<file path="src/rtl/memory_array.sv">
// memory_array: parametrised memory with one write port, one read port and a hardware clear sequencer.
// Optional build macro MEMORY_READ_REG_EN selects a registered, write-first read port.
module memory_array #(
  parameter int                    DATA_WIDTH  = 8,
  parameter int                    DEPTH       = 16,
  parameter int                    ADDR_WIDTH  = $clog2(DEPTH),
  parameter logic [DATA_WIDTH-1:0] CLEAR_VALUE = {DATA_WIDTH{1'b0}}
) (
  input  logic                  clk,
  input  logic                  rst_n,
  input  logic                  write_enable,
  input  logic [ADDR_WIDTH-1:0] write_address,
  input  logic [DATA_WIDTH-1:0] data_in,
  input  logic [ADDR_WIDTH-1:0] read_address,
  output logic [DATA_WIDTH-1:0] data_out,
  input  logic                  clear_start,
  output logic                  busy,
  output logic                  clear_done
);

  localparam logic [ADDR_WIDTH-1:0] LAST_ADDR = ADDR_WIDTH'(DEPTH - 1);
  localparam logic [ADDR_WIDTH:0]   DEPTH_EXT = (ADDR_WIDTH + 1)'(DEPTH);

  typedef enum logic [1:0] {CLEAR, DONE, IDLE} state_t;

  state_t                state, state_nxt;
  logic [ADDR_WIDTH-1:0] ptr, ptr_nxt;
  logic                  mem_we;
  logic [ADDR_WIDTH-1:0] mem_wa;
  logic [DATA_WIDTH-1:0] mem_wd;
  logic                  wr_in_range, rd_in_range;
  logic [DATA_WIDTH-1:0] mem [DEPTH];

  // DEPTH need not be a power of two, so addresses are range-checked one bit wider
  assign wr_in_range = {1'b0, write_address} < DEPTH_EXT;
  assign rd_in_range = {1'b0, read_address}  < DEPTH_EXT;

  always_ff @(posedge clk or negedge rst_n) begin
    if (!rst_n) begin
      state <= CLEAR;
      ptr   <= '0;
    end else begin
      state <= state_nxt;
      ptr   <= ptr_nxt;
    end
  end

  always_comb begin
    state_nxt  = state;
    ptr_nxt    = ptr;
    busy       = 1'b0;
    clear_done = 1'b0;
    mem_we     = 1'b0;
    mem_wa     = write_address;
    mem_wd     = data_in;
    unique case (state)
      CLEAR: begin
        busy   = 1'b1;
        mem_we = 1'b1;
        mem_wa = ptr;
        mem_wd = CLEAR_VALUE;
        if (ptr == LAST_ADDR) begin
          state_nxt = DONE;
          ptr_nxt   = '0;
        end else begin
          ptr_nxt = ptr + ADDR_WIDTH'(1);
        end
      end
      DONE: begin
        clear_done = 1'b1;
        mem_we     = write_enable && wr_in_range;
        state_nxt  = IDLE;
      end
      IDLE: begin
        // a simultaneous write still lands; the sweep overwrites it later
        mem_we = write_enable && wr_in_range;
        if (clear_start) begin
          state_nxt = CLEAR;
          ptr_nxt   = '0;
        end
      end
      default: begin
        state_nxt = CLEAR;
        ptr_nxt   = '0;
      end
    endcase
  end

  always_ff @(posedge clk) begin
    if (mem_we) mem[mem_wa] <= mem_wd;
  end

`ifdef MEMORY_READ_REG_EN
  logic [DATA_WIDTH-1:0] rd_data_p1;

  // read stage: write-first bypass so a same-address write is seen after the edge
  always_ff @(posedge clk or negedge rst_n) begin
    if (!rst_n)                                         rd_data_p1 <= '0;
    else if (busy)                                      rd_data_p1 <= CLEAR_VALUE;
    else if (!rd_in_range)                              rd_data_p1 <= '0;
    else if (mem_we && (write_address == read_address)) rd_data_p1 <= data_in;
    else                                                rd_data_p1 <= mem[read_address];
  end

  assign data_out = rd_data_p1;
`else
  always_comb begin
    data_out = '0;
    if (busy)             data_out = CLEAR_VALUE;
    else if (rd_in_range) data_out = mem[read_address];
  end
`endif

endmodule

</file>
<file path="config.mk">
export PLATFORM = sky130hd
export DESIGN_NAME = memory_array
export DESIGN_NICKNAME = d
export VERILOG_FILES = /design/src/rtl/memory_array.sv
export SDC_FILE = /design/constraint.sdc
export NUM_CORES = 1
export LEC_CHECK = 0
export CAP_MARGIN = 20
export CORE_UTILIZATION = 40
export CTS_CLUSTER_SIZE = 10
export DETAILED_ROUTE_END_ITERATION = 12
export PLACE_DENSITY_LB_ADDON = 0.08
export SETUP_SLACK_MARGIN = 0.4
export SYNTH_ARGS = -nofsm -noshare
export SYNTH_HDL_FRONTEND = slang
export SYNTH_SLANG_ARGS = --single-unit
</file>
<file path="constraint.sdc">
create_clock -name clk -period 2 [get_ports clk]
set_input_delay 0.4 -clock clk [delete_from_list [all_inputs] [get_ports clk]]
set_output_delay 0.4 -clock clk [all_outputs]
set_load 0.005 [all_outputs]
</file>
=== Word level (Yosys, flattened, before mapping) ===
Memories as Yosys holds them, arrays and structs flattened.
Index checks and enable logic that the tools add are counted.

* Register bits: 6
* Bits in writable memories: 128
* Input bits: 20
* Output and inout port bits: 10
* Logic and storage cells: 28
* Memories kept: 1

{| class="wikitable"
|+ Memories
! name !! depth !! width !! read ports !! clocked after Yosys merged registers in !! write ports !! RTL line !! source
|-
| mem || 16 || 8 || 1 || 0 || 1 || 32 || <nowiki>logic [DATA_WIDTH-1:0] mem [DEPTH];</nowiki>
|}

* $add $sub $neg: 1
* Eq/ne operators: 5
* Multiplexer cells: 14
* Bitwise operators: 1
* Reduce and logical (&&, ||, !) cells: 4

{| class="wikitable"
|+ Operators with widths
! operator !! count
|-
| two-way mux 8 bit || 2
|-
| two-way mux 4 bit || 3
|-
| one-hot mux 4 bit (3 select lines) || 1
|-
| one-hot mux 2 bit (3 select lines) || 1
|-
| adder 4 x 1 -> 4 bit (second input constant) || 1
|-
| == test 4 bit (second input constant) || 1
|-
| two-way mux 1 bit || 4
|-
| two-way mux 2 bit || 2
|-
| != test 2 bit (second input constant) || 2
|-
| AND reduction 2 bit || 2
|-
| == test 2 x 1 -> 1 bit (second input constant) || 1
|-
| == test 2 bit (second input constant) || 1
|-
| logical NOT 2 bit || 1
|-
| one-hot mux 1 bit (2 select lines) || 1
|-
| OR reduction 2 bit || 1
|-
| NOT 1 bit || 1
|}

=== Longest topological paths before layout ===
* Word-level depth: 5
* Depth in mapped cells: 7
* Mapped depth without buffers: 6

=== Worst setup path before layout ===
No wires, ideal clock.

* Path kind: register -> register
* From: register state[0]
* To: memory mem[10][0], enable pin
* Library setup time: 0.370 ns
* Arrival: 1.761 ns
* Data required time: 1.630 ns
* Setup slack: -0.131 ns
* Cell stages (with the launch flop): 8
* Path buffers: 2
* Clock period less this slack: 2.131 ns
* Cell sequence: dfrtp_1 -> inv_1 -> ha_1 -> buf_2 -> buf_2 -> mux2i_1 -> nand2_1 -> nor2_1

* Cells in the longest elaborated chain, start to end: 5
* Elaborated cells between the ends (all ways): 8
* Classes of those cells: 2 x eq/ne; 4 x mux; 2 x reduce/logical

{| class="wikitable"
|+ Ends and longest elaborated chain
! element !! RTL line !! source
|-
| from (decl) || 26 || <nowiki>state_t state, state_nxt;</nowiki>
|-
| from (signal assigned) || 43 || <nowiki>state <= state_nxt;</nowiki>
|-
| == test 2 bit or == test 2 x 1 -> 1 bit (tied branches) || 56 || <nowiki>unique case (state)</nowiki>
|-
| OR reduction 2 bit (no source line) || n/a ||
|-
| one-hot mux 1 bit (2 select lines) || 56 ||
|-
| two-way mux 1 bit || 90 || <nowiki>if (mem_we) mem[mem_wa] <= mem_wd;</nowiki>
|-
| two-way mux 1 bit (not written as such) || 90 ||
|-
| to (decl) || 32 ||
|}

Several ways; a longest one is shown, not always the timed one.

=== Worst setup path after layout ===
* From: memory mem[7][3]
* To: output port data_out[3]

* Cells in the longest elaborated chain, start to end: 2

{| class="wikitable"
|+ Ends and longest elaborated chain
! element !! RTL line !! source
|-
| memory read (16 x 8 bit) || n/a ||
|-
| two-way mux 8 bit || 109 || <nowiki>if (busy) data_out = CLEAR_VALUE;</nowiki>
|-
| to (decl) || 15 || <nowiki>output logic [DATA_WIDTH-1:0] data_out,</nowiki>
|}

No other way between the ends.

==> metrics.yaml <==
outcome:
  status: "finished with violations"
  violations: "negative setup slack"
timing:
  maxSlewHeadroom_pct: 66.01
  drv_slew: 0
  tightestPinTransition_ps: 509.8
  finClkSkew_ps: 8.678
  timing.final.crit_share_pct: 107.1
  clock.fmax_ghz: 0.4669
  setup_ws_ps: -141.7
  rsz0062_at_grt: "yes"
  final.min_clock_period_ps: 2142
  finalSetupViolations: 81
  hold_violations: 0
clocking:
  clkSlewWorstSetupHoldPaths_ps: 60
  cts.sink_count: 134
  holdBufCountCts: 0
  cts_root_buf: "clkbuf_16"
  cts_tree: "built"
  htreeDepth: 4
  cts_buffers: 17
  clk-insertion-delay-late_ps: 410
  clockBufferDepth: 2
synthesis:
  async_flop_share_pct: 4.478
  seq_area_frac_synth_pct: 71.49
  syn-cell-area_sq_um: 5587
  ys_seq_elements: 134
  synth-edff-count: 128
  synth_warnings: 0
  synthCells: 346
  synth_cell_types: 33
  synth_ff_type: "edfxtp_1"
  avgSynthCellArea_sq_um: 16.15
  synth_nets: 371
global_route:
  grt_pass1_vias: 3466
  antenna_found_initial: 0
  track_usage_pct: 19.94
  grt_max_degree: 17
  grt_overflow: 0
  grt_first_pass_wirelength_um: 20510
power:
  peakVddDrop_uv: 995.3
  clkPwrFrac_pct: 30.5
  seqPwrFrac_pct: 36.5
  p_total_w: 0.01029
  powerDensity_nw_per_um2: 1276
  power.internal_w: 0.007342
  p_switching_w: 0.002945
  comb_power_share_pct: 33.0
  total_leakage_power_nw: 2.972
  power_switching_share_pct: 28.63
floorplan:
  die_height_um: 120.2
  dieArea_sq_um: 14440
  initial_core_util_pct: 41.53
  die_x_um: 120.2
  core_area_sq_um: 13450
  ioPinCount: 30
  row_count: 42
placed_design:
  io_buffers: 29
  dp_hpwl_um: 8453
  gp_routability_congestion: 0.7688
  dp.cells: 575
finish:
  antennaDiodeCount: 0
  syn_to_final_growth_pct: 44.37
  fin_nets: 475
  layout-drive-gt1-share_pct: 44.16
  final_cell_count_no_fill: 638
routing:
  vias: 3356
  drc_errors: 0
  wire_per_inst_um: 21.14
  drt_wl_total_um: 13490
  firstDrtPassIters: 4
  viasPerCell: 5.260
  drt-initial-drc-count: 298
  antenna_left: 0
setup_path:
  critical_path.max_stage_delay_ps: 530
  start_kind: "flip-flop"
  required_ps: 1600
  end_kind: "primary output"
  cp_cell_sequence: "mux4_2 -> nand2b_4 -> nand3_4 -> o21ai_2 -> buf_2"
  slowest_stage: "mux4_2"
  crit_fanout: 1
  worst-path-buf-inv: 1
  worst-endpoint-arrival_ps: 1740
  critical_path_class: "reg2out"
  path_delay_family: "multiplexers"
job:
  drv_cap: 0
min_path:
  hp-class: "in2async"
[timing repair]
item | in CTS | in global routing
pin swaps | 33 | 18
buffers inserted | 20 | 10
setup endpoints to repair | 205 | 255
gates cloned | 2 | 0
resized for setup | 137 | 20
[placed cells by master (no fill, tap or decap), types with 9 or more instances in the layout]
cell and n:
buf_4 24, clkdlybuf4s50_1 16, mux2i_1 50, buf_6 25, buf_12 23, a22oi_1 17, a22oi_2 9, nand2_1 14
buf_2 9, edfxtp_1 128, clkbuf_16 17, nor2b_4 11, nor2_4 19
[synthesized netlist by cell type, types with 2 or more instances]
| master | n | area (sq um) |
|---|---|---|
| a21oi_1 | 4 | 20.02 |
| a22oi_1 | 26 | 195.2 |
| and2_1 | 2 | 12.51 |
| buf_2 | 4 | 20.02 |
| buf_4 | 3 | 22.52 |
| buf_6 | 4 | 45.04 |
| clkbuf_1 | 4 | 15.01 |
| dfrtp_1 | 6 | 150.1 |
| edfxtp_1 | 128 | 3844 |
| ha_1 | 5 | 62.56 |
| inv_1 | 4 | 15.01 |
| mux2_2 | 2 | 22.52 |
| mux2i_1 | 54 | 540.5 |
| mux4_2 | 6 | 135.1 |
| nand2_1 | 18 | 67.56 |
| nand2b_1 | 8 | 50.05 |
| nand3_1 | 12 | 60.06 |
| nor2_1 | 23 | 86.33 |
| nor2b_1 | 11 | 68.82 |
| nor3_1 | 2 | 10.01 |
| o21ai_0 | 6 | 30.03 |
| o21ai_1 | 3 | 15.01 |
[layer usage]
| metal | track usage, % | up-vias | part of all wire [%] |
|---|---|---|---|
| met2 | 32.00 | 72 | 50 |
| li1 | - | 1558 | - |
| met5 | 0 | - | 0 |
| met3 | 4.387 | 11 | 3.6 |
| met1 | 26.64 | 1715 | 46 |
| met4 | 7.109 | 0 | 1.1 |
[flip-flops by register name, indices dropped and copies added, names as in the netlist]
name / flops
mem: 128
state: 2
ptr: 4
[final timing paths]
path | from | endpoint | slack (ps) | depth (start not counted)
min in group clk | ptr[3] | ptr[3] | 580 | 1
setup reg to reg | state[0] | mem[14][4] | -60 | 8
hold / removal | rst_n | ptr[3] | 230 | 1
max in group asynchronous | rst_n | ptr[1] | 1540 | 1
hold reg to reg | ptr[3] | ptr[3] | 580 | 1
setup / recovery | mem[7][3] | data_out[3] | -140 | 5
[layout make-up]
class,count,area [sq um]
Clock inverter,12,160.2
Sequential cell,134,3994
Timing Repair Buffer,101,1197
Clock buffer,19,432.9
Inverter,4,15.01
Fill cell,1061,5388
Tap cell,176,220.2
Multi-Input combinational cell,192,2046
[cells by family after synthesis]
| kind of cell | after synthesis | share of synthesized area (%) |
|---|---|---|
| flops | 134 | 71.49 |
| compound gates | 45 | 5.577 |
| buf+inv | 20 | 2.374 |
| fa+ha+maj | 5 | 1.120 |
| simple gates | 80 | 6.943 |
| mux | 62 | 12.50 |
[per-stage QoR]
step / setup TNS, ps / hold slack (ps) / utilization [%] / instance area (sq um) / setup slack (ps)
floorplan: 0 / 104.4 / - / 5886 / 142.1
global placement: -17030 / 550.7 / 49.80 / 6700 / -914.9
CTS: -1579 / 221.2 / 58.66 / 7891 / -154.6
detailed placement: -18000 / 562.4 / 49.86 / 6708 / -932.2
global route: -5822 / 247.1 / 59.95 / 8065 / -180.8
finish: -2298 / 231.8 / 59.95 / 8065 / -141.7
[power groups by stage]
stage                     Combinational, W  Sequential [W]  Clock (W)
after floorplan                    0.00135         0.00378          0
final                              0.00340         0.00375    0.00314
after global routing               0.00361         0.00378    0.00329
after CTS                          0.00304         0.00376    0.00318
after detailed placement           0.00235         0.00380          0
after global placement             0.00229         0.00379          0
(Power assumes the default switching activity.)
